### src/rtl/uart_mem_loader_pkg.sv
// Shared constants, state encodings and baud-rate helper for the UART memory loader.
package uart_mem_loader_pkg;

    localparam logic [7:0] SYNC_BYTE = 8'hA5;

    typedef enum logic [2:0] {
        ST_IDLE   = 3'd0,
        ST_LEN_HI = 3'd1,
        ST_LEN_LO = 3'd2,
        ST_DATA   = 3'd3,
        ST_CSUM   = 3'd4
    } frame_state_e;

    typedef enum logic [1:0] {
        RX_IDLE  = 2'd0,
        RX_START = 2'd1,
        RX_DATA  = 2'd2,
        RX_STOP  = 2'd3
    } rx_state_e;

    // Clocks per UART bit, integer-truncated.
    function automatic int unsigned clks_per_bit(input int unsigned clk_hz, input int unsigned baud);
        return clk_hz / baud;
    endfunction

endpackage

### src/rtl/uart_mem_loader_rx.sv
// 8N1 UART byte receiver with 2-flop input synchronizer and start-bit glitch rejection.
module uart_rx_byte
    import uart_mem_loader_pkg::*;
#(
    parameter int unsigned CLKS_PER_BIT = 434
) (
    input  logic       clk,
    input  logic       reset,
    input  logic       ser_rx,
    output logic       rx_valid,
    output logic [7:0] rx_data,
    output logic       rx_ferr
);

    localparam int unsigned CNT_W = $clog2(CLKS_PER_BIT + 1);
    localparam logic [CNT_W-1:0] HALF_M1 = CNT_W'(CLKS_PER_BIT / 2 - 1);
    localparam logic [CNT_W-1:0] FULL_M1 = CNT_W'(CLKS_PER_BIT - 1);

    logic             meta_q, sync_q, prev_q;
    rx_state_e        state_q, state_d;
    logic [CNT_W-1:0] cnt_q, cnt_d;
    logic [2:0]       bit_q, bit_d;
    logic [7:0]       data_q, data_d;
    logic             valid_q, valid_d;
    logic             ferr_q, ferr_d;

    // Receiver state and synchronizer registers.
    always_ff @(posedge clk) begin
        if (reset) begin
            meta_q  <= 1'b1;
            sync_q  <= 1'b1;
            prev_q  <= 1'b1;
            state_q <= RX_IDLE;
            cnt_q   <= '0;
            bit_q   <= '0;
            data_q  <= '0;
            valid_q <= 1'b0;
            ferr_q  <= 1'b0;
        end else begin
            meta_q  <= ser_rx;
            sync_q  <= meta_q;
            prev_q  <= sync_q;
            state_q <= state_d;
            cnt_q   <= cnt_d;
            bit_q   <= bit_d;
            data_q  <= data_d;
            valid_q <= valid_d;
            ferr_q  <= ferr_d;
        end
    end

    // Bit timing: confirm start at half a bit, then sample each bit mid-cell.
    always_comb begin
        state_d = state_q;
        cnt_d   = cnt_q + CNT_W'(1);
        bit_d   = bit_q;
        data_d  = data_q;
        valid_d = 1'b0;
        ferr_d  = 1'b0;
        case (state_q)
            RX_IDLE: begin
                cnt_d = '0;
                if (prev_q && !sync_q) state_d = RX_START;
            end
            RX_START: begin
                if (cnt_q == HALF_M1) begin
                    cnt_d = '0;
                    bit_d = '0;
                    state_d = sync_q ? RX_IDLE : RX_DATA;
                end
            end
            RX_DATA: begin
                if (cnt_q == FULL_M1) begin
                    cnt_d  = '0;
                    data_d = {sync_q, data_q[7:1]};
                    bit_d  = bit_q + 3'd1;
                    if (bit_q == 3'd7) state_d = RX_STOP;
                end
            end
            RX_STOP: begin
                if (cnt_q == FULL_M1) begin
                    cnt_d   = '0;
                    state_d = RX_IDLE;
                    valid_d = sync_q;
                    ferr_d  = !sync_q;
                end
            end
            default: state_d = RX_IDLE;
        endcase
    end

    assign rx_valid = valid_q;
    assign rx_data  = data_q;
    assign rx_ferr  = ferr_q;

endmodule

### src/rtl/uart_mem_loader.sv
// Framed serial image loader: parses A5/len/data/csum frames and writes 32-bit words to memory.
module uart_mem_loader
    import uart_mem_loader_pkg::*;
#(
    parameter int unsigned CLK_HZ       = 50_000_000,
    parameter int unsigned BAUD         = 115200,
    parameter int unsigned MEM_WORDS    = 4096,
    parameter int unsigned ADDR_W       = 12,
    parameter int unsigned TIMEOUT_BITS = 32
) (
    input  logic              clk,
    input  logic              reset,
    input  logic              ser_rx,
    output logic              mem_we,
    output logic [ADDR_W-1:0] mem_addr,
    output logic [31:0]       mem_wdata,
    output logic              cpu_reset,
    output logic              busy,
    output logic              done,
    output logic              err
);

    localparam int unsigned CLKS_PER_BIT = clks_per_bit(CLK_HZ, BAUD);
    localparam int unsigned WC_W         = ADDR_W + 1;
    localparam logic [31:0] TMO_LAST     = 32'(TIMEOUT_BITS * CLKS_PER_BIT - 1);

    logic       rx_valid, rx_ferr;
    logic [7:0] rx_data;

    uart_rx_byte #(.CLKS_PER_BIT(CLKS_PER_BIT)) u_rx (
        .clk      (clk),
        .reset    (reset),
        .ser_rx   (ser_rx),
        .rx_valid (rx_valid),
        .rx_data  (rx_data),
        .rx_ferr  (rx_ferr)
    );

    frame_state_e      state_q, state_d;
    logic [15:0]       len_q, len_d;
    logic [WC_W-1:0]   word_cnt_q, word_cnt_d;
    logic [1:0]        byte_idx_q, byte_idx_d;
    logic [31:0]       word_q, word_d;
    logic [7:0]        csum_q, csum_d;
    logic [31:0]       tmo_q, tmo_d;
    logic              mem_we_q, mem_we_d;
    logic [ADDR_W-1:0] mem_addr_q, mem_addr_d;
    logic [31:0]       mem_wdata_q, mem_wdata_d;
    logic              cpu_reset_q, cpu_reset_d;
    logic              busy_q, busy_d;
    logic              done_q, done_d;
    logic              err_q, err_d;

    logic [15:0] len_n_c;
    logic        timeout_c;

    assign len_n_c   = {len_q[15:8], rx_data};
    assign timeout_c = (state_q != ST_IDLE) && !rx_valid && (tmo_q == TMO_LAST);

    // Frame FSM and datapath registers.
    always_ff @(posedge clk) begin
        if (reset) begin
            state_q     <= ST_IDLE;
            len_q       <= '0;
            word_cnt_q  <= '0;
            byte_idx_q  <= '0;
            word_q      <= '0;
            csum_q      <= '0;
            tmo_q       <= '0;
            mem_we_q    <= 1'b0;
            mem_addr_q  <= '0;
            mem_wdata_q <= '0;
            cpu_reset_q <= 1'b1;
            busy_q      <= 1'b0;
            done_q      <= 1'b0;
            err_q       <= 1'b0;
        end else begin
            state_q     <= state_d;
            len_q       <= len_d;
            word_cnt_q  <= word_cnt_d;
            byte_idx_q  <= byte_idx_d;
            word_q      <= word_d;
            csum_q      <= csum_d;
            tmo_q       <= tmo_d;
            mem_we_q    <= mem_we_d;
            mem_addr_q  <= mem_addr_d;
            mem_wdata_q <= mem_wdata_d;
            cpu_reset_q <= cpu_reset_d;
            busy_q      <= busy_d;
            done_q      <= done_d;
            err_q       <= err_d;
        end
    end

    // Next-state: frame parsing, word assembly, checksum, timeout and abort handling.
    always_comb begin
        state_d     = state_q;
        len_d       = len_q;
        word_cnt_d  = word_cnt_q;
        byte_idx_d  = byte_idx_q;
        word_d      = word_q;
        csum_d      = csum_q;
        tmo_d       = '0;
        mem_we_d    = 1'b0;
        mem_addr_d  = mem_addr_q;
        mem_wdata_d = mem_wdata_q;
        cpu_reset_d = cpu_reset_q;
        busy_d      = busy_q;
        done_d      = done_q;
        err_d       = err_q;

        if (state_q != ST_IDLE && !rx_valid) tmo_d = tmo_q + 32'd1;

        if (state_q != ST_IDLE && (rx_ferr || timeout_c)) begin
            state_d     = ST_IDLE;
            err_d       = 1'b1;
            busy_d      = 1'b0;
            cpu_reset_d = 1'b1;
        end else if (rx_valid) begin
            case (state_q)
                ST_IDLE: begin
                    if (rx_data == SYNC_BYTE) begin
                        state_d     = ST_LEN_HI;
                        done_d      = 1'b0;
                        err_d       = 1'b0;
                        busy_d      = 1'b1;
                        cpu_reset_d = 1'b1;
                        word_cnt_d  = '0;
                        byte_idx_d  = '0;
                        csum_d      = '0;
                    end
                end
                ST_LEN_HI: begin
                    len_d   = {rx_data, 8'h00};
                    state_d = ST_LEN_LO;
                end
                ST_LEN_LO: begin
                    len_d = len_n_c;
                    if (len_n_c == 16'd0 || 32'(len_n_c) > MEM_WORDS) begin
                        err_d   = 1'b1;
                        busy_d  = 1'b0;
                        state_d = ST_IDLE;
                    end else begin
                        state_d = ST_DATA;
                    end
                end
                ST_DATA: begin
                    word_d     = {rx_data, word_q[31:8]};
                    csum_d     = csum_q ^ rx_data;
                    byte_idx_d = byte_idx_q + 2'd1;
                    if (byte_idx_q == 2'd3) begin
                        mem_we_d    = 1'b1;
                        mem_addr_d  = word_cnt_q[ADDR_W-1:0];
                        mem_wdata_d = {rx_data, word_q[31:8]};
                        word_cnt_d  = word_cnt_q + WC_W'(1);
                        if (32'(word_cnt_q) + 32'd1 == 32'(len_q)) state_d = ST_CSUM;
                    end
                end
                ST_CSUM: begin
                    busy_d  = 1'b0;
                    state_d = ST_IDLE;
                    if (rx_data == csum_q) begin
                        done_d      = 1'b1;
                        cpu_reset_d = 1'b0;
                    end else begin
                        err_d = 1'b1;
                    end
                end
                default: state_d = ST_IDLE;
            endcase
        end
    end

    assign mem_we    = mem_we_q;
    assign mem_addr  = mem_addr_q;
    assign mem_wdata = mem_wdata_q;
    assign cpu_reset = cpu_reset_q;
    assign busy      = busy_q;
    assign done      = done_q;
    assign err       = err_q;

endmodule

### config.mk
export PLATFORM = sky130hd
export DESIGN_NAME = uart_mem_loader
export DESIGN_NICKNAME = d
export VERILOG_FILES = /design/src/rtl/uart_mem_loader_pkg.sv /design/src/rtl/uart_mem_loader_rx.sv /design/src/rtl/uart_mem_loader.sv
export SDC_FILE = /design/constraint.sdc
export NUM_CORES = 1
export LEC_CHECK = 0
export CORE_MARGIN = 1.5
export CORE_UTILIZATION = 30
export DETAILED_ROUTE_END_ITERATION = 10
export GPL_ROUTABILITY_DRIVEN = 0
export GPL_TIMING_DRIVEN = 0
export SLEW_MARGIN = 30
export SYNTH_ARGS = -nofsm -noshare
export SYNTH_HDL_FRONTEND = slang
export SYNTH_SLANG_ARGS = --single-unit
### constraint.sdc
create_clock -name clk -period 3.75 [get_ports clk]
set_clock_uncertainty 0.15 [all_clocks]
set_input_delay 0.75 -clock clk [delete_from_list [all_inputs] [get_ports clk]]
set_output_delay 0.75 -clock clk [all_outputs]
set_load 0.03 [all_outputs]
==> metrics.md, run 1 <==
| Metric | Value |
|---|---|
| Outcome | completed |
| Sequential share of the synthesized area | 45.9% |
| Vias in the first global route | 6210 |
| DRC | 0 |
| Post-synth cell types | 62 |
| Net count, final | 1018 |
| Die height | 162 µm |
| Post-CTS Setup Bufs | 0 |
| Starting Density | 30.3% |
| Global-route usage over all layers | 15.2% |
| Total Routed Length | 19.2 mm |
| Syn Inst Count | 938 |
| Crit Path Max Fanout | 10 |
| CP top delay family | simple AND/OR/NAND/NOR gates |
| Synth Area in Adders | 1.32% |
| Sink Count | 174 |
| CP bufs+invs | 1 |
| Fin. max-slew vios | 0 |
| Synth Warn # | 0 |
| Row count | 58 |
| Die area | 26300 µm² |
| Worst Path Required | 3950 ps |
| GRT Residual Overflow | 0 |
| Leakage | 2.91 nW |
| Post-DP HPWL | 13.7 mm |
| Data arrival time of the worst path | 3220 ps |
| H-tree depth | 4 |
| HP Class | flop to flop |
| Initial antenna violation count | 0 |
| # port buffers | 50 |
| Worst setup SP type | flop |
| Normalized max-slew margin | 37.6% |
| Critical Path Slowest Stage Cell | or4_4 |
| First-pass GRT wire length | 31.6 mm |
| Post-synthesis instance area | 7590 µm² |
| Number of buffers on the longest clock path | 2 |
| Commonest non-fill, non-tap cells in the layout | nand2_1 (182), dfxtp_1 (174), a21oi_1 (122) |
| CTS tree | done |
| Max_cap viols | 0 |
| N_diodes | 0 |
| Core area | 25000 µm² |
| Post-synthesis mux area share | 0.280% |
| Largest stage delay, worst path | 580 ps |
| Worst-path clk slew | 70 ps |
| Post-Synth Simple-Gate Area | 25.2% |
| Antenna-violating nets left | 0 |
| Synth Area in XOR/XNOR | 6.69% |
| R2r setup slk | 740 ps |
| CP Class | flop to flop |
| Crit path cell chain | ha_1 > clkbuf_1 > nor4b_1 > o2111ai_1 > or4_4 > or3_1 > a221oi_2 |
| IO Count | 52 |
| Post-CTS sizing | 0 |
| Number of synthesized flops with an enable pin | 0 |
| Drt first-iter violations | 440 |
| Minimum clock period | 3010 ps |
| Drt first pass iters | 5 |
| Syn_nets | 949 |
| Chip width | 162 µm |
| Area Growth Syn to Fin | 19.6% |
| Number of setup violations in the final report | 0 |
| Fmax | 332 MHz |
| Root buffer cell | clkbuf_16 |
| Syn avg cell area | 8.09 µm² |
| Worst VDD drop | 0.282 mV |
| Cts hold-fix bufs | 0 |
| Largest family of logic cells by synthesized area | simple AND/OR/NAND/NOR gates |
| Via Count | 6699 |
| Layout cell share with drive strength beyond 1 | 6.38% |
| Total power | 0.00360 W |
| Commonest non-fill, non-tap cell in the layout | nand2_1 |
| TritonCTS Buffers | 17 |
| Yosys reg bits | 174 |
| Setup TNS | 0 ps |
| Unrepaired setup endpoints after global routing | no |
| Prevailing post-synth register cell | dfxtp_1 |
| Compound-cell area share of the yosys netlist | 15.6% |
| Hold Violations, Final | 0 |
| WL/cell | 14.3 µm |
| Slew @ Worst Pin | 934 ps |
| Ys async rst share | 0% |
| Worst-skew pair later-pin latency | 440 ps |
| Power per cell area | 397 nW/µm² |
| Final period util | 80.3% |
| CP Capture Type | flop |
| Vias/cell | 4.97 |
| Largest net degree at the start of global routing | 17 |
==> worst paths after layout <==
| kind | startpoint | endpoint | cells past startpoint |
|---|---|---|---|
| setup reg to reg | byte_idx_q[0] | state_q[2] | 7 |
| hold reg to reg | u_rx.meta_q | u_rx.sync_q | 1 |
| hold / removal | u_rx.meta_q | u_rx.sync_q | 1 |
| setup / recovery | byte_idx_q[0] | state_q[2] | 7 |
==> report_power, final <==
group | switching [W] | total, W | internal, W
logic | 0.0000323 | 0.0000394 | 0.00000702
registers | 0.00000133 | 0.00185 | 0.00185
clock network | 0.000785 | 0.00171 | 0.000928
total | 0.000818 | 0.00360 | 0.00278
==> routing by layer <==
metal / wire length (µm) / part of all wire (%) / GRT usage (%) / up-vias
li1: - / - / - / 3364
met5: 0 / 0 / 0 / -
met4: 355 / 1.8 / 5.38 / 0
met1: 9220 / 48 / 20.6 / 3133
met2: 8630 / 45 / 23.8 / 175
met3: 1030 / 5.4 / 3.22 / 27
==> through the flow <==
step	setup slack (ps)	area [µm²]	utilization [%]	std cells	hold slack, ps
floorplan	1120	7590	-	938	239
global placement	392	8500	34.0	1318	244
detailed placement	741	8510	34.0	1318	246
CTS	729	9080	36.3	1349	272
global route	528	9080	36.3	1349	287
finish	738	9080	36.3	1349	265
==> kinds of logic (layout without fill, tap and decap cells) <==
group	Yosys count	count (layout)
simple gates	415	415
compound gates	201	201
flops	174	174
buf+inv	80	161
xor+xnor	58	58
fa+ha+maj	8	8
mux	2	2
==> sequential cells by signal, indices dropped and copies added, names as in the netlist, 2 cells and up, named ones only <==
signal / cells
mem_wdata: 32
tmo_q: 32
word_q: 24
len_q: 16
word_cnt_q: 13
mem_addr: 12
u_rx.cnt_q: 9
csum_q: 8
u_rx.rx_data: 8
state_q: 3
u_rx.bit_q: 3
byte_idx_q: 2
==> cells in the mapped netlist, drive strengths merged, types with 9 or more instances <==
cell	instances	area [µm²]
a21oi	122	611
a22o	9	80.1
and3	13	81.3
buf	14	129
clkbuf	50	189
dfxtp	174	3480
inv	15	56.3
nand2	182	683
nand3	38	190
nand4	15	93.8
nor2	88	330
nor3	20	100
nor4	12	75.1
o21ai	33	176
xnor2	35	307
xor2	23	201
==> final cells by class <==
| class | instances | area, µm² |
|---|---|---|
| Clock inverter | 13 | 138 |
| Buffer | 65 | 327 |
| Clock buffer | 18 | 429 |
| Fill cell | 2616 | 16000 |
| Tap cell | 330 | 413 |
| Sequential cell | 174 | 3480 |
| Inverter | 15 | 56.3 |
| Multi-Input combinational cell | 684 | 3740 |
| Timing Repair Buffer | 50 | 500 |
Power figures use the tool's default switching activity.
==> run 2, diff against run 1 <==
==> constraint.sdc (replaced) <==
create_clock -name clk -period 2.8 [get_ports clk]
set_clock_uncertainty 0.15 [all_clocks]
set_input_delay 0.56 -clock clk [delete_from_list [all_inputs] [get_ports clk]]
set_output_delay 0.56 -clock clk [all_outputs]
set_load 0.03 [all_outputs]
==> metrics.md, run 2 (synthesized netlist as in run 1, its figures left out) <==
| Metric | Value |
|---|---|
| Normalized max-slew margin | 36.3% |
| DRC | 0 |
| Layout cell share with drive strength beyond 1 | 8.32% |
| Number of fill cells | 2609 |
| First-pass GRT wire length | 31.7 mm |
| Final period util | 97.4% |
| Number of setup violations in the final report | 0 |
| Drt first pass iters | 5 |
| H-tree depth | 4 |
| Initial antenna violation count | 0 |
| R2R Path Start | u_rx.rx_data[1] |
| CP Class | flop to flop |
| Chip width | 162 µm |
| Worst setup SP type | flop |
| Worst Path Required | 2950 ps |
| Number of buffers on the longest clock path | 2 |
| Power per cell area | 526 nW/µm² |
| Total Routed Length | 19.4 mm |
| Drt first-iter violations | 498 |
| Sink Count | 174 |
| Largest net degree at the start of global routing | 17 |
| Worst setup endpoint | byte_idx_q[1] |
| Net count, final | 1021 |
| Worst VDD drop | 0.376 mV |
| Core area | 25000 µm² |
| Outcome | completed |
| Fin. max-slew vios | 0 |
| Worst-path clk slew | 70 ps |
| Worst flop-to-flop path endpoint | byte_idx_q[1] |
| HP Class | flop to flop |
| Vias/cell | 4.97 |
| IO Count | 52 |
| Leakage | 2.95 nW |
| Hold Violations, Final | 0 |
| Area Growth Syn to Fin | 20.9% |
| Worst-skew pair later-pin latency | 440 ps |
| Vias in the first global route | 6204 |
| Via Count | 6724 |
| Crit Path Max Fanout | 10 |
| Die area | 26300 µm² |
| Commonest non-fill, non-tap cells in the layout | nand2_1 (182), dfxtp_1 (173), a21oi_1 (122) |
| CP Capture Type | flop |
| TritonCTS Buffers | 17 |
| Crit. Startpoint | u_rx.rx_data[1] |
| Number of cells on the worst reg-to-reg path | 7 |
| Starting Density | 30.3% |
| Fmax | 367 MHz |
| CTS tree | done |
| # port buffers | 50 |
| GRT Residual Overflow | 0 |
| Antenna-violating nets left | 0 |
| Setup WS post-layout | 72.4 ps |
| Max_cap viols | 0 |
| Global-route usage over all layers | 15.2% |
| R2r setup slk | 70 ps |
| WL/cell | 14.3 µm |
| Slew @ Worst Pin | 955 ps |
| Commonest non-fill, non-tap cell in the layout | nand2_1 |
| Reg area | 3480 µm² |
| Pre-CTS setup slack | -209 ps |
| Root buffer cell | clkbuf_16 |
| Row count | 58 |
| Data arrival time of the worst path | 2870 ps |
| Die height | 162 µm |
| Multi-input logic area | 3790 µm² |
| Minimum clock period | 2730 ps |
| Smallest hold slack | 271 ps |
| N_diodes | 0 |
| Post-DP HPWL | 13.7 mm |
run 2: changes by cell type in the layout (fill, tap and decap cells not counted), moves of 2 or more:
cell	change
clkbuf_2	+6
buf_4	+5
ha_1	-2
clkbuf_1	-8
nor3_1	-2
run 2: report_power, final:
group / leakage (nW) / switching [W] / total, W / internal (W)
Sequential: 1.40 / 0.00000183 / 0.00248 / 0.00248
Combinational: 1.28 / 0.0000435 / 0.0000529 / 0.00000940
Clock: 0.273 / 0.00106 / 0.00230 / 0.00124
Total: 2.95 / 0.00110 / 0.00483 / 0.00373
run 2: how the worst min path moves through the flow:
stage | startpoint | end | slack (ps) | cells past startpoint
5_1_grt | u_rx.meta_q | u_rx.sync_q | 290 | 1
3_3_place_gp | u_rx.meta_q | u_rx.sync_q | 240 | 1
4_1_cts | u_rx.meta_q | u_rx.sync_q | 270 | 1
6_report | u_rx.meta_q | u_rx.sync_q | 270 | 1
3_5_place_dp | u_rx.meta_q | u_rx.sync_q | 250 | 1
2_1_floorplan | u_rx.meta_q | u_rx.sync_q | 240 | 1
run 2: worst max-delay path, stage by stage, from the launching register on:
cell	delay (ps)
dfxtp_1	310
buf_6	140
or4_4	580
o21ai_4	240
o2111ai_1	510
clkbuf_1	400
a21oi_1	210
nor2_1	50
run 2: final cells by class:
type	instances	area share, %
Tap cell	330	4.50
Buffer	63	3.56
Multi-Input combinational cell	684	41.3
Clock inverter	13	1.50
Inverter	15	0.614
Clock buffer	18	4.68
Timing Repair Buffer	55	5.86
Sequential cell	174	38.0
run 2: stage by stage:
stage	util (%)	total power, W	cell area [µm²]	TNS, ps	cells
after detailed placement	34.0	0.00259	8510	-5850	1318
after floorplan	-	0.00257	7590	0	938
after global routing	36.6	0.00499	9170	-13.8	1352
after global placement	34.0	0.00259	8500	-24200	1318
final	36.6	0.00483	9170	0	1352
after CTS	36.4	0.00488	9120	0	1350
run 2: routing by layer:
metal | share of wire, % | track usage (%) | up-vias
li1 | - | - | 3371
met1 | 48 | 20.8 | 3166
met2 | 45 | 23.8 | 163
met3 | 5.5 | 2.96 | 24
met4 | 1.7 | 5.50 | 0
met5 | 0 | 0 | -
run 2: what timing repair did:
item / 4_1_cts / 5_1_grt
buffers inserted: 2 / 3
pin swaps: 1 / 3
gates resized for setup: 7 / 15
setup endpoints to repair: 54 / 59
hold buffers: 0 / 0
==> run 3, diff against run 2 <==
--- a/config.mk
+++ b/config.mk
@@ -7,6 +7,7 @@
 export LEC_CHECK = 0
 export CORE_MARGIN = 1.5
 export CORE_UTILIZATION = 30
+export CTS_BUF_LIST = sky130_fd_sc_hd__clkbuf_4
 export DETAILED_ROUTE_END_ITERATION = 10
 export GPL_ROUTABILITY_DRIVEN = 0
 export GPL_TIMING_DRIVEN = 0
==> metrics.md, run 3 (synthesized netlist as in run 1, its figures left out) <==
| Metric | Value |
|---|---|
| Slew @ Worst Pin | 926 ps |
| Total Routed Length | 19.3 mm |
| GRT Residual Overflow | 0 |
| Number of setup violations in the final report | 0 |
| H-tree depth | 4 |
| Commonest non-fill, non-tap cells in the layout | nand2_1 (182), dfxtp_1 (173), a21oi_1 (122) |
| Minimum clock period | 2730 ps |
| Chip width | 162 µm |
| Fin. max-slew vios | 0 |
| Starting Density | 30.3% |
| Drt first pass iters | 5 |
| Data arrival time of the worst path | 3080 ps |
| WL/cell | 14.3 µm |
| Sink Count | 174 |
| N_diodes | 0 |
| TritonCTS Buffers | 17 |
| CP Class | flop to flop |
| Normalized max-slew margin | 38.2% |
| # port buffers | 50 |
| Critical Path Slowest Stage Cell | or4_4 |
| Number of buffers on the longest clock path | 2 |
| Largest net degree at the start of global routing | 17 |
| Worst Path Required | 3160 ps |
| Core area | 25000 µm² |
| Crit path cell chain | clkbuf_2 > nand4_1 > buf_4 > nor3_1 > o211ai_2 > or4_4 > or3_1 > a221oi_2 |
| Outcome | completed |
| Via Count | 6669 |
| Worst VDD drop | 0.287 mV |
| First-pass GRT wire length | 31.4 mm |
| Worst setup SP type | flop |
| Root buffer cell | clkbuf_4 |
| HP Class | flop to flop |
| Initial antenna violation count | 0 |
| Net count, final | 1022 |
| DRC | 0 |
| Vias in the first global route | 6166 |
| Die area | 26300 µm² |
| CP Capture Type | flop |
| Leakage | 2.83 nW |
| Max_cap viols | 0 |
| Cts hold-fix bufs | 0 |
| Die height | 162 µm |
| Post-DP HPWL | 13.7 mm |
| Smallest hold slack | 273 ps |
| Area Growth Syn to Fin | 17.1% |
| Global-route usage over all layers | 15.0% |
| Crit Path Max Fanout | 8 |
| Hold Violations, Final | 0 |
| Largest stage delay, worst path | 440 ps |
| Power per cell area | 445 nW/µm² |
| Row count | 58 |
| Drt first-iter violations | 453 |
| Final period util | 97.4% |
| Layout cell share with drive strength beyond 1 | 8.60% |
| Commonest non-fill, non-tap cell in the layout | nand2_1 |
| CTS tree | done |
| Worst-path clk slew | 140 ps |
| Worst-skew pair later-pin latency | 580 ps |
| IO Count | 52 |
| Vias/cell | 4.93 |
| Fmax | 367 MHz |
| Core Util, Final | 35.5% |
| Antenna-violating nets left | 0 |
[run 3: metal layers]
layer	global-route usage, %	share of wire (%)	vias up
met2	23.7	45	142
met1	20.5	49	3130
met3	3.58	4.2	23
met4	4.00	1.4	0
li1	-	-	3374
met5	0	0	-
[run 3: layout make-up]
cell class / instances / area, µm²
clock inverter: 13 / 138
tap: 330 / 413
timing repair buffer: 56 / 546
fill: 2644 / 16100
multi-input combinational: 684 / 3790
clock buffer: 18 / 135
inverter: 15 / 56.3
sequential: 174 / 3480
buffer: 63 / 328
[run 3: timing repair]
action | CTS | global route
gates cloned | 0 | 0
pin swaps | 0 | 4
buffers inserted | 0 | 6
setup endpoints to repair | 54 | 60
hold endpoints to repair | 0 | 0
gates resized for setup | 7 | 17
[run 3: where the power goes]
part | switching, W | internal (W)
clock | 0.000950 | 0.000470
sequential | 0.00000176 | 0.00248
combinational | 0.0000439 | 0.00000940
[run 3: worst max-delay path, delay by kind of cell, from the launching register on]
family	cells	cell delay, ps
flops	1	400
compound gates	2	330
buf+inv	2	460
simple gates	4	1320
[run 3: path summary, 6_finish.rpt]
kind / startpoint / cells past startpoint / slack (ps) / endpoint
min reg2reg: u_rx.meta_q / 1 / 270 / u_rx.sync_q
min: u_rx.meta_q / 1 / 270 / u_rx.sync_q
max reg2reg: word_cnt_q[0] / 8 / 70 / state_q[2]
max: word_cnt_q[0] / 8 / 70 / state_q[2]
[run 3: metrics by stage]
stage	worst slack [ps]	setup TNS, ps	area (µm²)	cells	power (W)
3_5_place_dp	-209	-5850	8510	1318	0.00259
4_1_cts	26.1	0	8800	1348	0.00401
5_1_grt	-21.0	-29.1	8890	1353	0.00411
6_report	72.2	0	8890	1353	0.00395
3_3_place_gp	-558	-24200	8500	1318	0.00259
2_1_floorplan	166	0	7590	938	0.00257
